## src/rtl/mem_arb_pkg.sv

```systemverilog
`default_nettype none
// ============================================================================
// Module   : mem_arb_pkg
// Purpose  : Shared types and constants for the two-port memory arbiter.
//            - owner_e     : which port owns the read response in flight
//            - DEF_ADDR_W  : default address width
//            - DEF_DATA_W  : default data width
//            - STALL_CNT_W : width of the fetch starvation counter
// Revision : 1.0 - initial release
// ============================================================================
package mem_arb_pkg;

   localparam int DEF_ADDR_W  = 32;
   localparam int DEF_DATA_W  = 32;
   localparam int STALL_CNT_W = 4;

   typedef enum logic [1:0] {
      OWNER_NONE = 2'd0,
      OWNER_IF   = 2'd1,
      OWNER_LS   = 2'd2
   } owner_e;

endpackage : mem_arb_pkg
`default_nettype wire

```

## src/rtl/mem_arbiter.sv

```systemverilog
`default_nettype none
// ============================================================================
// Module   : mem_arbiter
// Purpose  : Shares one single-port, synchronous-read memory between the
//            instruction-fetch port (if_*) and the load/store port (ls_*).
//            One grant per cycle; load/store wins collisions unless fetch
//            has been denied MAX_STALL cycles in a row. The read response
//            one cycle later is steered to the port that issued the read.
// Ports    : clk, rst               - clock, synchronous active-high reset
//            if_req/if_addr         - fetch request (read only)
//            if_gnt                 - fetch accepted this cycle (comb.)
//            if_rvalid/if_rdata     - fetch read response
//            ls_req/ls_we/ls_bit_wr_en/ls_addr/ls_wr_data
//                                   - load/store request
//            ls_gnt                 - load/store accepted this cycle (comb.)
//            ls_rvalid/ls_rdata     - load read response
//            mem_en/mem_wr_en/mem_bit_wr_en/mem_addr/mem_wr_data
//                                   - memory command (mirrors granted port)
//            mem_rd_data            - memory read data (one cycle latency)
// Revision : 1.0 - initial release
// ============================================================================
module mem_arbiter
   import mem_arb_pkg::*;
#(
   parameter int ADDR_W    = DEF_ADDR_W,
   parameter int DATA_W    = DEF_DATA_W,
   parameter int MAX_STALL = 4
) (
   input  logic              clk,
   input  logic              rst,

   input  logic              if_req,
   input  logic [ADDR_W-1:0] if_addr,
   output logic              if_gnt,
   output logic              if_rvalid,
   output logic [DATA_W-1:0] if_rdata,

   input  logic              ls_req,
   input  logic              ls_we,
   input  logic [DATA_W-1:0] ls_bit_wr_en,
   input  logic [ADDR_W-1:0] ls_addr,
   input  logic [DATA_W-1:0] ls_wr_data,
   output logic              ls_gnt,
   output logic              ls_rvalid,
   output logic [DATA_W-1:0] ls_rdata,

   output logic              mem_en,
   output logic              mem_wr_en,
   output logic [DATA_W-1:0] mem_bit_wr_en,
   output logic [ADDR_W-1:0] mem_addr,
   output logic [DATA_W-1:0] mem_wr_data,
   input  logic [DATA_W-1:0] mem_rd_data
);

   localparam logic [STALL_CNT_W-1:0] STALL_LIMIT = STALL_CNT_W'(MAX_STALL);
   localparam logic [STALL_CNT_W-1:0] STALL_ONE   = STALL_CNT_W'(1);

   owner_e                 owner;
   owner_e                 owner_next;
   logic [STALL_CNT_W-1:0] stall_cnt;
   logic [STALL_CNT_W-1:0] stall_cnt_next;

   // ------------------------------------------------------------------------
   // Arbitration, memory command steering and next-state logic
   // ------------------------------------------------------------------------
   always_comb begin
      if_gnt         = 1'b0;
      ls_gnt         = 1'b0;
      mem_en         = 1'b0;
      mem_wr_en      = 1'b0;
      mem_bit_wr_en  = '0;
      mem_addr       = '0;
      mem_wr_data    = '0;
      owner_next     = OWNER_NONE;
      stall_cnt_next = '0;

      if (!rst) begin
         // Fetch wins when alone, or once it has waited out the stall limit.
         if (if_req && (!ls_req || (stall_cnt >= STALL_LIMIT))) begin
            if_gnt = 1'b1;
         end else if (ls_req) begin
            ls_gnt = 1'b1;
         end
      end

      if (if_gnt) begin
         mem_en     = 1'b1;
         mem_addr   = if_addr;
         owner_next = OWNER_IF;
      end else if (ls_gnt) begin
         mem_en        = 1'b1;
         mem_wr_en     = ls_we;
         mem_bit_wr_en = ls_we ? ls_bit_wr_en : '0;
         mem_addr      = ls_addr;
         mem_wr_data   = ls_wr_data;
         // Stores return nothing, so only loads claim the response slot.
         owner_next    = ls_we ? OWNER_NONE : OWNER_LS;
      end

      if (if_req && !if_gnt) begin
         stall_cnt_next = (stall_cnt >= STALL_LIMIT) ? STALL_LIMIT
                                                     : stall_cnt + STALL_ONE;
      end
   end

   // ------------------------------------------------------------------------
   // Response owner and starvation counter
   // ------------------------------------------------------------------------
   always_ff @(posedge clk) begin
      if (rst) begin
         owner     <= OWNER_NONE;
         stall_cnt <= '0;
      end else begin
         owner     <= owner_next;
         stall_cnt <= stall_cnt_next;
      end
   end

   // Response gating also masks with rst so a read granted just before reset
   // never surfaces while reset is asserted.
   always_comb begin
      if_rvalid = (owner == OWNER_IF) && !rst;
      ls_rvalid = (owner == OWNER_LS) && !rst;
      if_rdata  = if_rvalid ? mem_rd_data : '0;
      ls_rdata  = ls_rvalid ? mem_rd_data : '0;
   end

endmodule : mem_arbiter
`default_nettype wire

```

## config.mk

```make
export PLATFORM = sky130hd
export DESIGN_NAME = mem_arbiter
export DESIGN_NICKNAME = d
export VERILOG_FILES = /design/src/rtl/mem_arb_pkg.sv /design/src/rtl/mem_arbiter.sv
export SDC_FILE = /design/constraint.sdc
export NUM_CORES = 1
export LEC_CHECK = 0
export BUFFER_PORTS_ARGS = -buffer_cell sky130_fd_sc_hd__buf_2
export CORE_AREA = 2 2 129 131
export DETAILED_ROUTE_END_ITERATION = 6
export DIE_AREA = 0 0 131 133
export PLACE_DENSITY = 0.43
export SETUP_SLACK_MARGIN = 0.15
export SYNTH_ARGS = -nofsm -noshare
export SYNTH_HDL_FRONTEND = slang
export SYNTH_SLANG_ARGS = --single-unit
```

## constraint.sdc

```tcl
create_clock -name clk -period 1.3 [get_ports clk]
set_input_delay 0.26 -clock clk [delete_from_list [all_inputs] [get_ports clk]]
set_output_delay 0.26 -clock clk [all_outputs]
set_load 0.01 [all_outputs]
```

==> results <==
- The sequential group share of total power is approximately an eighth.
- The clock network is responsible for between 20% and 30% of the overall power.
- After layout, the minimum clock period comes to 1.67 ns.
- The element type at the critical path end is an output port.
- The most critical setup path has its startpoint at stall_cnt[3].
- The clock passes through at most 2 buffers.
- Net switching is between 30% and 40% of the power.
- The clock-pin transition on the worst setup and hold timing paths is around 0.030 ns.
- The number of nets still failing antenna checks after routing is 0.
- The final RePlAce weighted congestion is around 0.8.
- The minimum setup slack in the final design is -0.370 ns.
- The initial antenna violation count is 0.
- Clock latency on the worst-skew pair, taken at its later pin, is 0.23 ns.
- The detailed router finished its first iteration with 97 violations.
- Setup repair after global routing could not meet its margin everywhere.
- Setup violations remaining at the end of the flow were counted as ~170.
- The gate count after technology mapping is between 200 and 250.
- The post-route clock period utilization is 128%.
- Summing every instance area after synthesis gives approximately 1400 um^2.
- The internal power is roughly 1.2 mW.
- The number of distinct standard cells referenced by the synthesized netlist is 18.
- The number of iterations in the first detailed-routing pass is 4.
- In this run the clock root is driven by a sky130_fd_sc_hd__clkbuf_16.
- Hold repair after CTS inserted 0 buffers.
- The type of the tightest min-delay check is input port to flop.
- Derived from the worst setup path, the maximum achievable clock frequency is between 500 and 600 MHz.
- Summing all non-filler instances in the final layout gives an area of 4460 um^2.
- The layout-stage area growth over the synthesis result is 210%.
- The share of flip-flops with an asynchronous set or reset is 0%.
- The maximum fanout encountered on the critical timing path is 9.
- During synthesis, Yosys emitted a total of 0 warnings.
- In this run the most critical hold path is launched from ls_we.
- The aggregate global routing overflow is 0.
- The reg-to-reg critical path startpoint is stall_cnt[3].
- The static leakage is approximately 2.6 nW.
- The HPWL after detailed placement is 7320 um.
- Summing all placed instances gives a cell area of between 3000 and 4000 um^2.
- The most common cell in the synthesized netlist is sky130_fd_sc_hd__and2_1.
- TritonCTS built the clock tree.
- The filler cells instantiated in the layout total around 1800.
- The required time at the endpoint of the critical path is between 1 and 1.5 ns.
- Yosys attributes the largest share of cell area to sky130_fd_sc_hd__and2_1, sky130_fd_sc_hd__a22o_1, sky130_fd_sc_hd__and3_1.
- The final clock skew is ~0.0014 ns.
- Sorting the synthesized cells by how often they occur yields sky130_fd_sc_hd__and2_1, sky130_fd_sc_hd__and3_1, sky130_fd_sc_hd__a22o_1.
- The number of standard cells in the final layout excluding fillers is about 760.
- The die is between 100 and 150 um tall.
- The total negative slack is -50.56 ns.
- The floorplan step set the die width to between 100 and 150 um.
- The checks that failed: setup timing.
- The final cell utilization of the core is between 20% and 30%.
- Using the TritonRoute via totals, the vias-per-cell ratio works out to between 3 and 4.
- TritonCTS created 3 clock buffers.
- The critical setup path kind is flop to output port.
- In this run the number of H-tree levels came out at 1.
- Among all flip-flop cells after synthesis, the most frequent one is sky130_fd_sc_hd__dfxtp_1.
- After detailed routing, the average wire length per cell comes to about 13 um.
- The number of pins exceeding their max-slew limit in the final report is 0.
- Across all layers, the routed design uses ~2800 vias.
- The run finished, with violations left.
- The clock net in this run drives a total of 6 sinks.
- The post-route netlist has between 80% and 90% of its cells at a drive strength greater than 1.
- The tool flagged a number of max-cap violations equal to 0.
- Counting flops and latches in the post-synthesis netlist gives 6.
- The count of buffers from port buffering is 330.
- In this run the core area contains 47 standard-cell rows.
- The count of boundary I/O pins is between 300 and 400.
- The repair_antennas step left the layout with diodes totalling 0.
- The first global-routing pass estimated approximately 13000 um of wire.
- The net total in the final layout is slightly above 700.
- Entering global routing, the biggest net connects 34 pins.
- The starting utilization of the core area is 8.91%.
- The synthesized design devotes to its leading area cell type a little over two fifths of total area.
- The startpoint kind of the worst setup timing path is a flop.
- Including well taps, the total number of placed cells is 746.
- The number of hold-slack violations in the final timing report is 0.
- In this run the power density over the cells is roughly 370 nW/um^2.
- The biggest area consumer among synthesized cells is sky130_fd_sc_hd__and2_1.
- In this run the mean area of a mapped cell was ~7.0 um^2.
- Combinational cells account for around three fifths of the total power.
- In the routed design, unresolved DRC markers number 0.
- The wire length reported by the detailed router is about 10000 um.
- The post-synthesis net count is 373.
- Global routing used 9.71% of the available tracks across all layers.
- IR analysis of the VDD net gives a maximum drop of about 0.00045 V.
- The via count of the first global-routing pass is between 2000 and 3000.
- The number of synthesized flops with an enable pin is 0.
- The net switching component of the power is slightly above 500 uW.
- The data arrival at the endpoint of the critical path is around 1.4 ns.
- Power comes to 1.67 mW.
- The post-synthesis sequential area ratio is approximately 8.3%.
- The core region is about 16000 um^2.
- The die covers 17400 um^2.
worst max-delay path, cell delays in order, from the launching register on:
cell	delay, ns
sky130_fd_sc_hd__dfxtp_2	0.33
sky130_fd_sc_hd__o21ai_4	0.17
sky130_fd_sc_hd__and2_4	0.24
sky130_fd_sc_hd__buf_12	0.14
sky130_fd_sc_hd__a22o_1	0.16
sky130_fd_sc_hd__buf_2	0.14
power groups by stage:
stage / Combinational (mW) / Sequential [mW] / Clock (mW)
after floorplan: 0.357 / 0.199 / 0
after global placement: 0.825 / 0.200 / 0
after detailed placement: 0.821 / 0.199 / 0
after CTS: 0.927 / 0.197 / 0.502
after global routing: 1.06 / 0.195 / 0.514
final: 0.984 / 0.195 / 0.491
layout make-up:
| class | count | area, um^2 | share of cell area [%] |
|---|---|---|---|
| clock buffers | 3 | 75.1 | 1.68 |
| well taps | 220 | 275 | 6.17 |
| flip-flops and latches | 6 | 128 | 2.86 |
| repair buffers | 356 | 2540 | 57.0 |
| multi-input cells | 179 | 1440 | 32.2 |
per-layer routing:
layer | track usage [%] | vias up | part of all wire (%)
li1 | - | 1381 | -
met1 | 10.8 | 1275 | 37
met5 | 0 | - | 0
met4 | 1.00 | 0 | 0.47
met3 | 1.98 | 4 | 8.3
met2 | 19.1 | 181 | 54
layout by cell type, fill, tap and decap left out, drive strengths merged:
| master | netlist | final |
|---|---|---|
| ha | 1 | 1 |
| o21ai | 1 | 1 |
| and2 | 99 | 99 |
| nand2b | 1 | 1 |
| nor2b | 3 | 3 |
| and3 | 34 | 34 |
| nor2 | 3 | 3 |
| conb | 1 | 1 |
| a21oi | 2 | 2 |
| dfxtp | 6 | 6 |
| buf | 10 | 352 |
| clkbuf | 12 | 7 |
| a22o | 32 | 32 |
| nor3b | 2 | 2 |
worst paths after layout:
check,end,slack (ns),depth (start not counted)
worst max-delay path,mem_addr[24],-0.37,5
worst min-delay path,owner[1],0.24,2
worst min register to register,stall_cnt[0],0.42,1
worst max register to register,owner[1],0.09,5
registers in the layout (all words and copies together) (netlist names):
register / flops
stall_cnt: 4
owner: 2
stage by stage:
step / setup slack, ns / hold WS, ns
6_report: -0.370 / 0.239
5_1_grt: -0.446 / 0.238
4_1_cts: -0.374 / 0.212
3_5_place_dp: -0.238 / 0.412
3_3_place_gp: -0.239 / 0.416
2_1_floorplan: -0.0170 / 0.324
cell families (layout without fill, tap and decap cells):
family / count (synthesis) / count (layout) / share of synthesized area, %
AND/OR/NAND/NOR: 142 / 142 / 62.2
buffers and inverters: 22 / 359 / 7.56
AO/OA/AOI/OAI: 35 / 35 / 20.8
flip-flops: 6 / 6 / 8.34
other: 1 / 1 / 0.260
adder cells (fa/ha/maj): 1 / 1 / 0.869
timing repair:
action | CTS | global route
gates cloned | 4 | 4
buffers inserted | 6 | 1
resized for setup | 71 | 38
pin swaps | 8 | 10
endpoints found under the setup margin | 165 | 166
(Power assumes the default switching activity.)
